**config.mk**
```make
export PLATFORM = sky130hd
export DESIGN_NAME = muldiv_ctrl
export DESIGN_NICKNAME = d
export VERILOG_FILES = /design/src/rtl/muldiv_ctrl_pkg.sv /design/src/rtl/muldiv_ctrl_div_core.sv /design/src/rtl/muldiv_ctrl.sv
export SDC_FILE = /design/constraint.sdc
export NUM_CORES = 2
export LEC_CHECK = 0
export ABC_AREA = 1
export ABC_CLOCK_PERIOD_IN_PS = 7010
export CORE_ASPECT_RATIO = 1.25
export CORE_MARGIN = 8
export CORE_UTILIZATION = 57
export CTS_CLUSTER_SIZE = 16
export DETAILED_ROUTE_END_ITERATION = 8
export GPL_TIMING_DRIVEN = 0
export PLACE_DENSITY = 0.77
export SLEW_MARGIN = 20
export SYNTH_ARGS = -nofsm -noshare
export SYNTH_HDL_FRONTEND = slang
export SYNTH_SLANG_ARGS = --single-unit
export TNS_END_PERCENT = 1
```
**constraint.sdc**
```tcl
create_clock -name clk -period 7.01 [get_ports clk]
set_input_delay 1.0515 -clock clk [delete_from_list [all_inputs] [get_ports clk]]
set_output_delay 1.0515 -clock clk [all_outputs]
set_load 0.1 [all_outputs]
```
**src/rtl/muldiv_ctrl_pkg.sv**
```systemverilog
// Shared control codes and helpers for the multi-cycle multiply/divide sequencer.
package muldiv_ctrl_pkg;

  // Mirrors the MULT/MULTU/DIV/DIVU_CONTROL values of the shared ALU control-code defines.
  localparam logic [4:0] MULT_CONTROL  = 5'b10001;
  localparam logic [4:0] MULTU_CONTROL = 5'b10010;
  localparam logic [4:0] DIV_CONTROL   = 5'b10011;
  localparam logic [4:0] DIVU_CONTROL  = 5'b10100;

  function automatic logic is_muldiv(input logic [4:0] code);
    return (code == MULT_CONTROL) || (code == MULTU_CONTROL) ||
           (code == DIV_CONTROL)  || (code == DIVU_CONTROL);
  endfunction

  function automatic logic is_div(input logic [4:0] code);
    return (code == DIV_CONTROL) || (code == DIVU_CONTROL);
  endfunction

  function automatic logic is_signed_op(input logic [4:0] code);
    return (code == MULT_CONTROL) || (code == DIV_CONTROL);
  endfunction

  function automatic logic [31:0] abs32(input logic [31:0] v, input logic sgn);
    return (sgn && v[31]) ? -v : v;
  endfunction

endpackage

```
**src/rtl/muldiv_ctrl_div_core.sv**
```systemverilog
// Unsigned radix-2 restoring divide datapath: one quotient bit per enabled cycle.
module div_core #(
  parameter int DATA_W = 32
) (
  input  logic              clk,
  input  logic              resetn,
  input  logic              load,
  input  logic              en,
  input  logic [DATA_W-1:0] dividend,
  input  logic [DATA_W-1:0] divisor,
  output logic [DATA_W-1:0] rem_next,
  output logic [DATA_W-1:0] quo_next
);
  logic [DATA_W-1:0] rem, quo, dvs;
  logic [DATA_W:0]   shifted, diff;

  // Partial remainder stays below the divisor, so both outcomes fit DATA_W bits.
  always_comb begin
    shifted  = {rem, quo[DATA_W-1]};
    diff     = shifted - {1'b0, dvs};
    rem_next = diff[DATA_W] ? shifted[DATA_W-1:0] : diff[DATA_W-1:0];
    quo_next = {quo[DATA_W-2:0], ~diff[DATA_W]};
  end

  always_ff @(posedge clk) begin
    if (!resetn) begin
      rem <= '0;
      quo <= '0;
      dvs <= '0;
    end else if (load) begin
      rem <= '0;
      quo <= dividend;
      dvs <= divisor;
    end else if (en) begin
      rem <= rem_next;
      quo <= quo_next;
    end
  end
endmodule

```
**src/rtl/muldiv_ctrl.sv**
```systemverilog
// EX-stage sequencer for MULT/MULTU/DIV/DIVU: stalls the pipe, computes HI/LO, presents them once.
module muldiv_ctrl
  import muldiv_ctrl_pkg::*;
#(
  parameter int MUL_LAT = 2,
  parameter int DATA_W  = 32
) (
  input  logic              clk,
  input  logic              resetn,
  input  logic              valid_i,
  input  logic [4:0]        alucontrol_i,
  input  logic [DATA_W-1:0] src_a_i,
  input  logic [DATA_W-1:0] src_b_i,
  input  logic              flush_i,
  input  logic              ex_stall_ext_i,
  output logic              stall_o,
  output logic              result_valid_o,
  output logic [DATA_W-1:0] hi_o,
  output logic [DATA_W-1:0] lo_o
);
  typedef enum logic [1:0] {IDLE, MUL, DIV, DONE} state_t;
  localparam logic [4:0] MUL_LAST = 5'(MUL_LAT - 1);
  localparam logic [4:0] DIV_LAST = 5'd31;

  state_t            state, state_n;
  logic [4:0]        cnt;
  logic [DATA_W-1:0] op_a, op_b;
  logic              op_signed, q_neg, r_neg;
  logic              issue, sgn_in, div_zero;
  logic [63:0]       ext_a, ext_b, product;
  logic [DATA_W-1:0] rem_next, quo_next;

  assign issue    = valid_i && is_muldiv(alucontrol_i) && !flush_i;
  assign sgn_in   = is_signed_op(alucontrol_i);
  assign div_zero = is_div(alucontrol_i) && (src_b_i == '0);

  // Truncated product of sign/zero-extended operands covers both MULT and MULTU.
  assign ext_a   = {{32{op_signed & op_a[31]}}, op_a};
  assign ext_b   = {{32{op_signed & op_b[31]}}, op_b};
  assign product = ext_a * ext_b;

  div_core #(.DATA_W(DATA_W)) u_div (
    .clk      (clk),
    .resetn   (resetn),
    .load     (state == IDLE && issue),
    .en       (state == DIV),
    .dividend (abs32(src_a_i, sgn_in)),
    .divisor  (abs32(src_b_i, sgn_in)),
    .rem_next (rem_next),
    .quo_next (quo_next)
  );

  always_comb begin
    state_n        = state;
    stall_o        = 1'b0;
    result_valid_o = 1'b0;
    case (state)
      IDLE: if (issue) begin
        stall_o = 1'b1;
        state_n = div_zero ? DONE : (is_div(alucontrol_i) ? DIV : MUL);
      end
      MUL: begin
        stall_o = 1'b1;
        if (cnt == MUL_LAST) state_n = DONE;
      end
      DIV: begin
        stall_o = 1'b1;
        if (cnt == DIV_LAST) state_n = DONE;
      end
      DONE: begin
        result_valid_o = 1'b1;
        if (!ex_stall_ext_i) state_n = IDLE;
      end
      default: state_n = IDLE;
    endcase
    if (flush_i) begin
      stall_o        = 1'b0;
      result_valid_o = 1'b0;
      state_n        = IDLE;
    end
  end

  always_ff @(posedge clk) begin
    if (!resetn) begin
      state     <= IDLE;
      cnt       <= '0;
      op_a      <= '0;
      op_b      <= '0;
      op_signed <= 1'b0;
      q_neg     <= 1'b0;
      r_neg     <= 1'b0;
      hi_o      <= '0;
      lo_o      <= '0;
    end else begin
      state <= state_n;
      cnt   <= (state == MUL || state == DIV) ? cnt + 5'd1 : 5'd0;
      if (state == IDLE && issue) begin
        op_a      <= src_a_i;
        op_b      <= src_b_i;
        op_signed <= sgn_in;
        q_neg     <= sgn_in & (src_a_i[31] ^ src_b_i[31]);
        r_neg     <= sgn_in & src_a_i[31];
        if (div_zero) begin
          hi_o <= src_a_i;
          lo_o <= '1;
        end
      end
      // state_n already reflects flush, so a flushed op never writes HI/LO.
      if (state == MUL && state_n == DONE) {hi_o, lo_o} <= product;
      if (state == DIV && state_n == DONE) begin
        hi_o <= r_neg ? -rem_next : rem_next;
        lo_o <= q_neg ? -quo_next : quo_next;
      end
    end
  end
endmodule

```
# Word level (Yosys, flattened, before mapping)
# Index checks and enable logic that the tools add are counted.
# classes
addsub,6
multipliers,1
n_eq_ne,10
n_mux,28
bitwise,7
n_reduce_logical,24
# op_table
cell,count
$mux W32,15
$neg A32 Y32,4
$mul A33 B33 Y64,1
$sub A33 B32 Y33,1
$logic_not A32 Y1,1
$eq A5 B5 Y1 const B,5
$mux W2,7
$logic_and A1 B1 Y1,8
$pmux W2 S4,1
$eq A2 B2 Y1 const B,3
$logic_or A1 B1 Y1,6
$reduce_bool A3 Y1,2
$add A5 B1 Y5 const B,1
$eq A5 B1 Y1 const B,1
$and A1 B1 Y1,4
$mux W1,4
$reduce_and A2 Y1,2
$reduce_or A2 Y1,2
$eq A2 B1 Y1 const B,1
$logic_not A2 Y1,1
$not A1 Y1,2
$pmux W1 S2,1
$reduce_bool A2 Y1,1
$logic_not A1 Y1,1
$xor A1 B1 Y1,1
# word_totals
ff_bits,234
inputBits,74
word_cells,88

# Depth between registers and ports, before layout
# depth
depth_word,13
ltp_mapped,38

# Hierarchy
# A second synthesis with hierarchy kept.
# unflattened
hier_cells,7732
area_unflattened_um2,56248.9
# modules_own_cells
mod,n_inst,cells_each,area_each_um2
muldiv_ctrl,1,6502,48985.7
div_core,1,1230,7263.2

# Least setup slack after synthesis
# OpenSTA, ideal clock, no wires.
# synth_path
path_kind,reg2reg
startpoint,reg op_a[31]
endpoint,reg hi_o[30]
setup_ns,0.069
arrival_time_ns,7.717
path_slack_ns,-0.775
path_stages_with_launch,34
n_path_buf,3
period_less_slack_ns,7.785
path_cell_list,dfxtp_1 > clkbuf_1 > nand2_1 > clkbuf_1 > buf_1 > nor2_1 > fa_1 > inv_1 > fa_1 > inv_1 > fa_1 > fa_1 > inv_1 > fa_1 > inv_1 > fa_1 > inv_1 > fa_1 > fa_1 > inv_1 > ha_1 > a21oi_1 > inv_1 > a31oi_1 > o21ai_0 > a221oi_1 > o21ai_0 > a21oi_1 > nand2_1 > nand2_1 > nand2_1 > o21ai_0 > inv_1 > a21oi_2
# synth_between
elab_chain_len,4
# synth_rtl
element,line_no,text
from (decl),muldiv_ctrl.sv:27,"logic [DATA_W-1:0] op_a, op_b;"
from (signal assigned),muldiv_ctrl.sv:98,op_a <= src_a_i;
$and A1 B1 Y1,muldiv_ctrl.sv:38,"assign ext_a = {{32{op_signed & op_a[31]}}, op_a};"
$mul A33 B33 Y64 (*),muldiv_ctrl.sv:40,assign product = ext_a * ext_b;
$mux W32 (*),muldiv_ctrl.sv:109,"if (state == MUL && state_n == DONE) {hi_o, lo_o} <= product;"
$mux W32 (*),muldiv_ctrl.sv:110,if (state == DIV && state_n == DONE) begin
to (signal assigned),muldiv_ctrl.sv:104,hi_o <= src_a_i;
to (signal assigned),muldiv_ctrl.sv:109,
to (signal assigned),muldiv_ctrl.sv:111,hi_o <= r_neg ? -rem_next : rem_next;
to (decl),muldiv_ctrl.sv:18,"output logic [DATA_W-1:0] hi_o,"
# Mark *: on every way between the ends. The rest lies on a longest branch, timed or not.
# A chain may end at the register's enable or synchronous reset.

# Worst setup path in the final report
# layout_path
startpoint,reg op_a[31]
endpoint,reg hi_o[16]
# The elaborated chain is that of the path after synthesis.

==> results.txt <==
----------------------------------------------------
[Outcome]
  Run status ... finished with violations
  Failing checks ... negative setup slack

[Critical path]
  Launching element of the worst setup path ... op_a[31]
  Arrival time worst endpoint ... 8.72 ns
  Largest delay contributor family on the critical path ... adder cells
  Setup slack of the most critical reg-to-reg path ... -1.19 ns
  Critical Path End Type ... register
  Crit Path Max Fanout ... 7
  Endpoint of the lowest-slack register-to-register path ... hi_o[16]
  Most prevalent standard cell on the critical path ... sky130_fd_sc_hd__fa_1
  Startpoint type of the worst setup path ... register
  Critical path's largest stage delay ... about 0.7 ns
  Depth of the most critical reg-to-reg path ... 31
  Buffer and inverter count on the worst path ... 12
  Category of the most critical setup path ... reg -> reg
  Worst-path cell with the longest stage delay ... sky130_fd_sc_hd__fa_2
  Reg2reg start ... op_a[31]
  CP Data Required Time ... 7.53 ns

[Die]
  Full die area ... 0.1068 mm²
  Count of pins on the block boundary ... 140
  Initial Utilization ... 0.5745
  Height of the chip ... about 360 µm
  Number of placement rows ... about 130
  Width of the die ... around 290 µm
  Core box area ... ~0.096 mm²

[Logic synthesis]
  Async set-reset flop share out of synthesis ... 0
  Leading cell types by total area after synthesis ... sky130_fd_sc_hd__fa_1, sky130_fd_sc_hd__inv_1, sky130_fd_sc_hd__nand2_1, sky130_fd_sc_hd__dfxtp_1, sky130_fd_sc_hd__ha_1
  Synthesized area per cell ... ~7.4 µm²
  Cell count after synthesis ... approximately 7400
  Flop and latch count out of synthesis ... ~230
  Area fraction of the dominant cell type after synthesis ... 0.4095
  Net count after synthesis ... between 8000 and 9000
  Post-synth EDFFs ... 0
  Cell taking the most area after synthesis ... sky130_fd_sc_hd__fa_1
  Post-synthesis instance area ... 0.05505 mm²
  Number of distinct library cells after synthesis ... 67
  Fraction of the yosys area taken by sequential cells ... 0.08473
  Most instantiated flip-flop cell in the synthesis netlist ... sky130_fd_sc_hd__dfxtp_1
  Post-synth top cells ... sky130_fd_sc_hd__inv_1, sky130_fd_sc_hd__nand2_1, sky130_fd_sc_hd__fa_1
  Most frequent cell after synthesis ... sky130_fd_sc_hd__inv_1
  YS warnings ... 0

[Routing]
  Wire length after detailed routing ... 231700 µm
  Average via count per standard cell ... a little under 6
  DRC violation count after routing ... 0
  Drt wl/cell ... 26.05 µm
  Initial DRT Pass Iterations ... 8
  Via count ... around 51000
  Number of nets with antenna violations after detailed routing ... 0
  Number of DRC markers in iteration 0 ... between 4000 and 5000

[STA]
  Total count of hold-check failures in the final report ... 0
  Maximum clock rate ... 0.1219 GHz
  Unrepaired setup endpoints after global routing ... true
  Worst hold margin ... ~0.48 ns
  Final setup slack of the worst path ... -1.193 ns
  Setup TNS after final layout ... -31.85 ns
  Clk_skew ... 0.01856 ns
  Slew @ Worst Pin ... 1.185 ns
  Fin crit share ... 1.170
  Final setup violation count ... 43
  Max Transition Viols Final ... 0
  Period minus WS final ... slightly above 8 ns
  Worst rel slew slack ... 0.2103

[Pwr]
  Sw frac ... 0.4599
  Max IR drop VDD ... about 0.28 mV
  Psw ... 2.441 mW
  Pwr dens ... ~87 mW/mm²
  Clk network pwr share ... 0.303
  Combinational power share ... 0.436
  Portion of total power attributed to sequential cells ... 0.262
  Internal ... approximately 2.9 mW
  LEAKAGE ... roughly 32 nW
  Tot Pwr ... approximately 5.3 mW

[Clock network]
  Clock latency reported for the late side of the worst-skew pair ... approximately 0.59 ns
  Clock-pin slew of the registers on the worst-case setup and hold paths ... about 0.07 ns
  TritonCTS buffer count ... 25
  Clock root buffer ... sky130_fd_sc_hd__clkbuf_16
  Number of clock sinks ... between 200 and 250
  CTS tree ... yes
  Maximum buffer depth of the clock tree ... 3
  Number of hold buffers added after CTS ... 0
  Number of levels the H-tree was split into ... 1

[GRT]
  Overflow left after global routing ... 0
  Wire length of the first global-routing pass ... 339000 µm
  Total GRT Usage ... 0.4333
  Number of global-route vias before repair ... approximately 53000
  Number of antenna violations at the first check in global routing ... 4
  Pin count of the biggest net entering global routing ... 25

[Min path]
  Hold Crit Class ... reg -> reg
  Hold path startpoint ... cnt[0]
  Hold Path Sink ... cnt[0]
  Min-Delay Path Depth ... 1

[Cells and area]
  Relative area change from synthesis to final layout ... 10.82%
  Share of final-layout standard cells stronger than drive strength 1 ... 0.08937
  Post-layout nets ... between 9000 and 10000
  Final std cells w/o fill ... around 8900

[Run]
  Max-cap violation count ... 0

[Placed design]
  I/O Buffers ... ~140
  Number of placed instances, taps included ... ~9000
  Post-detail-place hpwl ... a little under 200000 µm
  Routability congestion estimate from global placement ... around 1.1
  Worst setup slack after placement ... -2.645 ns

----------------------------------------------------
-- what timing repair did --
| action | CTS | global route |
|---|---|---|
| gates resized for setup | 444 | 234 |
| buffers inserted | 24 | 42 |
| endpoints found under the setup margin | 52 | 50 |
| gates cloned | 0 | 1 |
| pin swaps | 42 | 69 |
-- per-layer routing --
| layer | track usage | part of all wire | up-vias |
|---|---|---|---|
| met5 | 0 | 0 | - |
| met4 | 0.3875 | 0.11 | 0 |
| met3 | 0.08669 | 0.091 | 1018 |
| met2 | 0.7022 | 0.46 | 3031 |
| li1 | - | - | 22060 |
| met1 | 0.4823 | 0.33 | 25290 |
-- power by group through the flow --
stage               combinational (mW)  clock (mW)  sequential (mW)
detailed placement                2.23           0             1.39
global route                      2.44        1.64             1.39
floorplan                         1.39           0             1.38
finish                            2.31        1.61             1.39
global placement                  2.23           0             1.39
CTS                               2.23        1.60             1.39
-- final cells by class --
type | count | area (µm²)
Inverter | 1940 | 7306
Clock buffer | 30 | 684.4
Clock inverter | 16 | 262.8
Sequential cell | 233 | 4790
Buffer | 314 | 1779
Fill cell | 8660 | 34810
Multi-Input combinational cell | 4859 | 42590
Tap cell | 1290 | 1614
Antenna cell | 5 | 12.51
Timing Repair Buffer | 206 | 1962
-- layout by cell type (no fill, tap or decap), drive strengths merged, types with 27 or more instances in the layout --
master,instances
a21oi,266
a31oi,43
buf,135
clkbuf,277
clkdlybuf4s50,138
dfxtp,233
fa,1126
ha,257
inv,1937
nand2,1866
nand3,197
nand4,44
nor2,379
nor3,52
o211ai,28
o21ai,330
o21bai,27
xnor2,45
xor2,52
-- worst register-to-register path, delay by kind of cell (launching register included) --
| kind | cells | cell delay, ns |
|---|---|---|
| AOI/OAI and AO/OA | 1 | 0.14 |
| buffers and inverters | 12 | 1.53 |
| DFF | 1 | 0.32 |
| adders and majority gates | 9 | 4.77 |
| and+or+nand+nor | 9 | 1.33 |
-- cell families (layout without fill, tap and decap cells) --
group	Yosys count	count (layout)	synth area share
compound gates	794	794	0.08162
xor+xnor	97	97	0.01543
fa+ha+maj	1383	1383	0.4679
buf+inv	2312	2506	0.1593
flops	233	233	0.08473
other cells	0	5	0
simple gates	2585	2585	0.1910
-- registers in the layout (all words and copies together) (netlist names) --
register	cells
u_div.rem	32
op_a	32
u_div.quo	32
cnt	5
r_neg	1
state	2
op_signed	1
hi_o	32
u_div.dvs	31
op_b	32
lo_o	32
q_neg	1
-- stage by stage --
| stage | utilization | instance area (µm²) |
|---|---|---|
| CTS | 0.6280 | 60180 |
| global placement | 0.6068 | 58150 |
| global route | 0.6365 | 60990 |
| detailed placement | 0.6069 | 58150 |
| finish | 0.6367 | 61000 |
| floorplan | - | 55150 |
-- how the worst max path moves through the flow --
stage / endpoint / slack (ns) / depth (start not counted)
floorplan: hi_o[30] / -0.22 / 33
global placement: hi_o[30] / -2.62 / 30
detailed placement: hi_o[20] / -2.65 / 30
CTS: hi_o[24] / -1.12 / 35
global route: hi_o[24] / -1.30 / 35
finish: hi_o[16] / -1.19 / 31
Note: power is estimated with default switching activity, not from simulation.
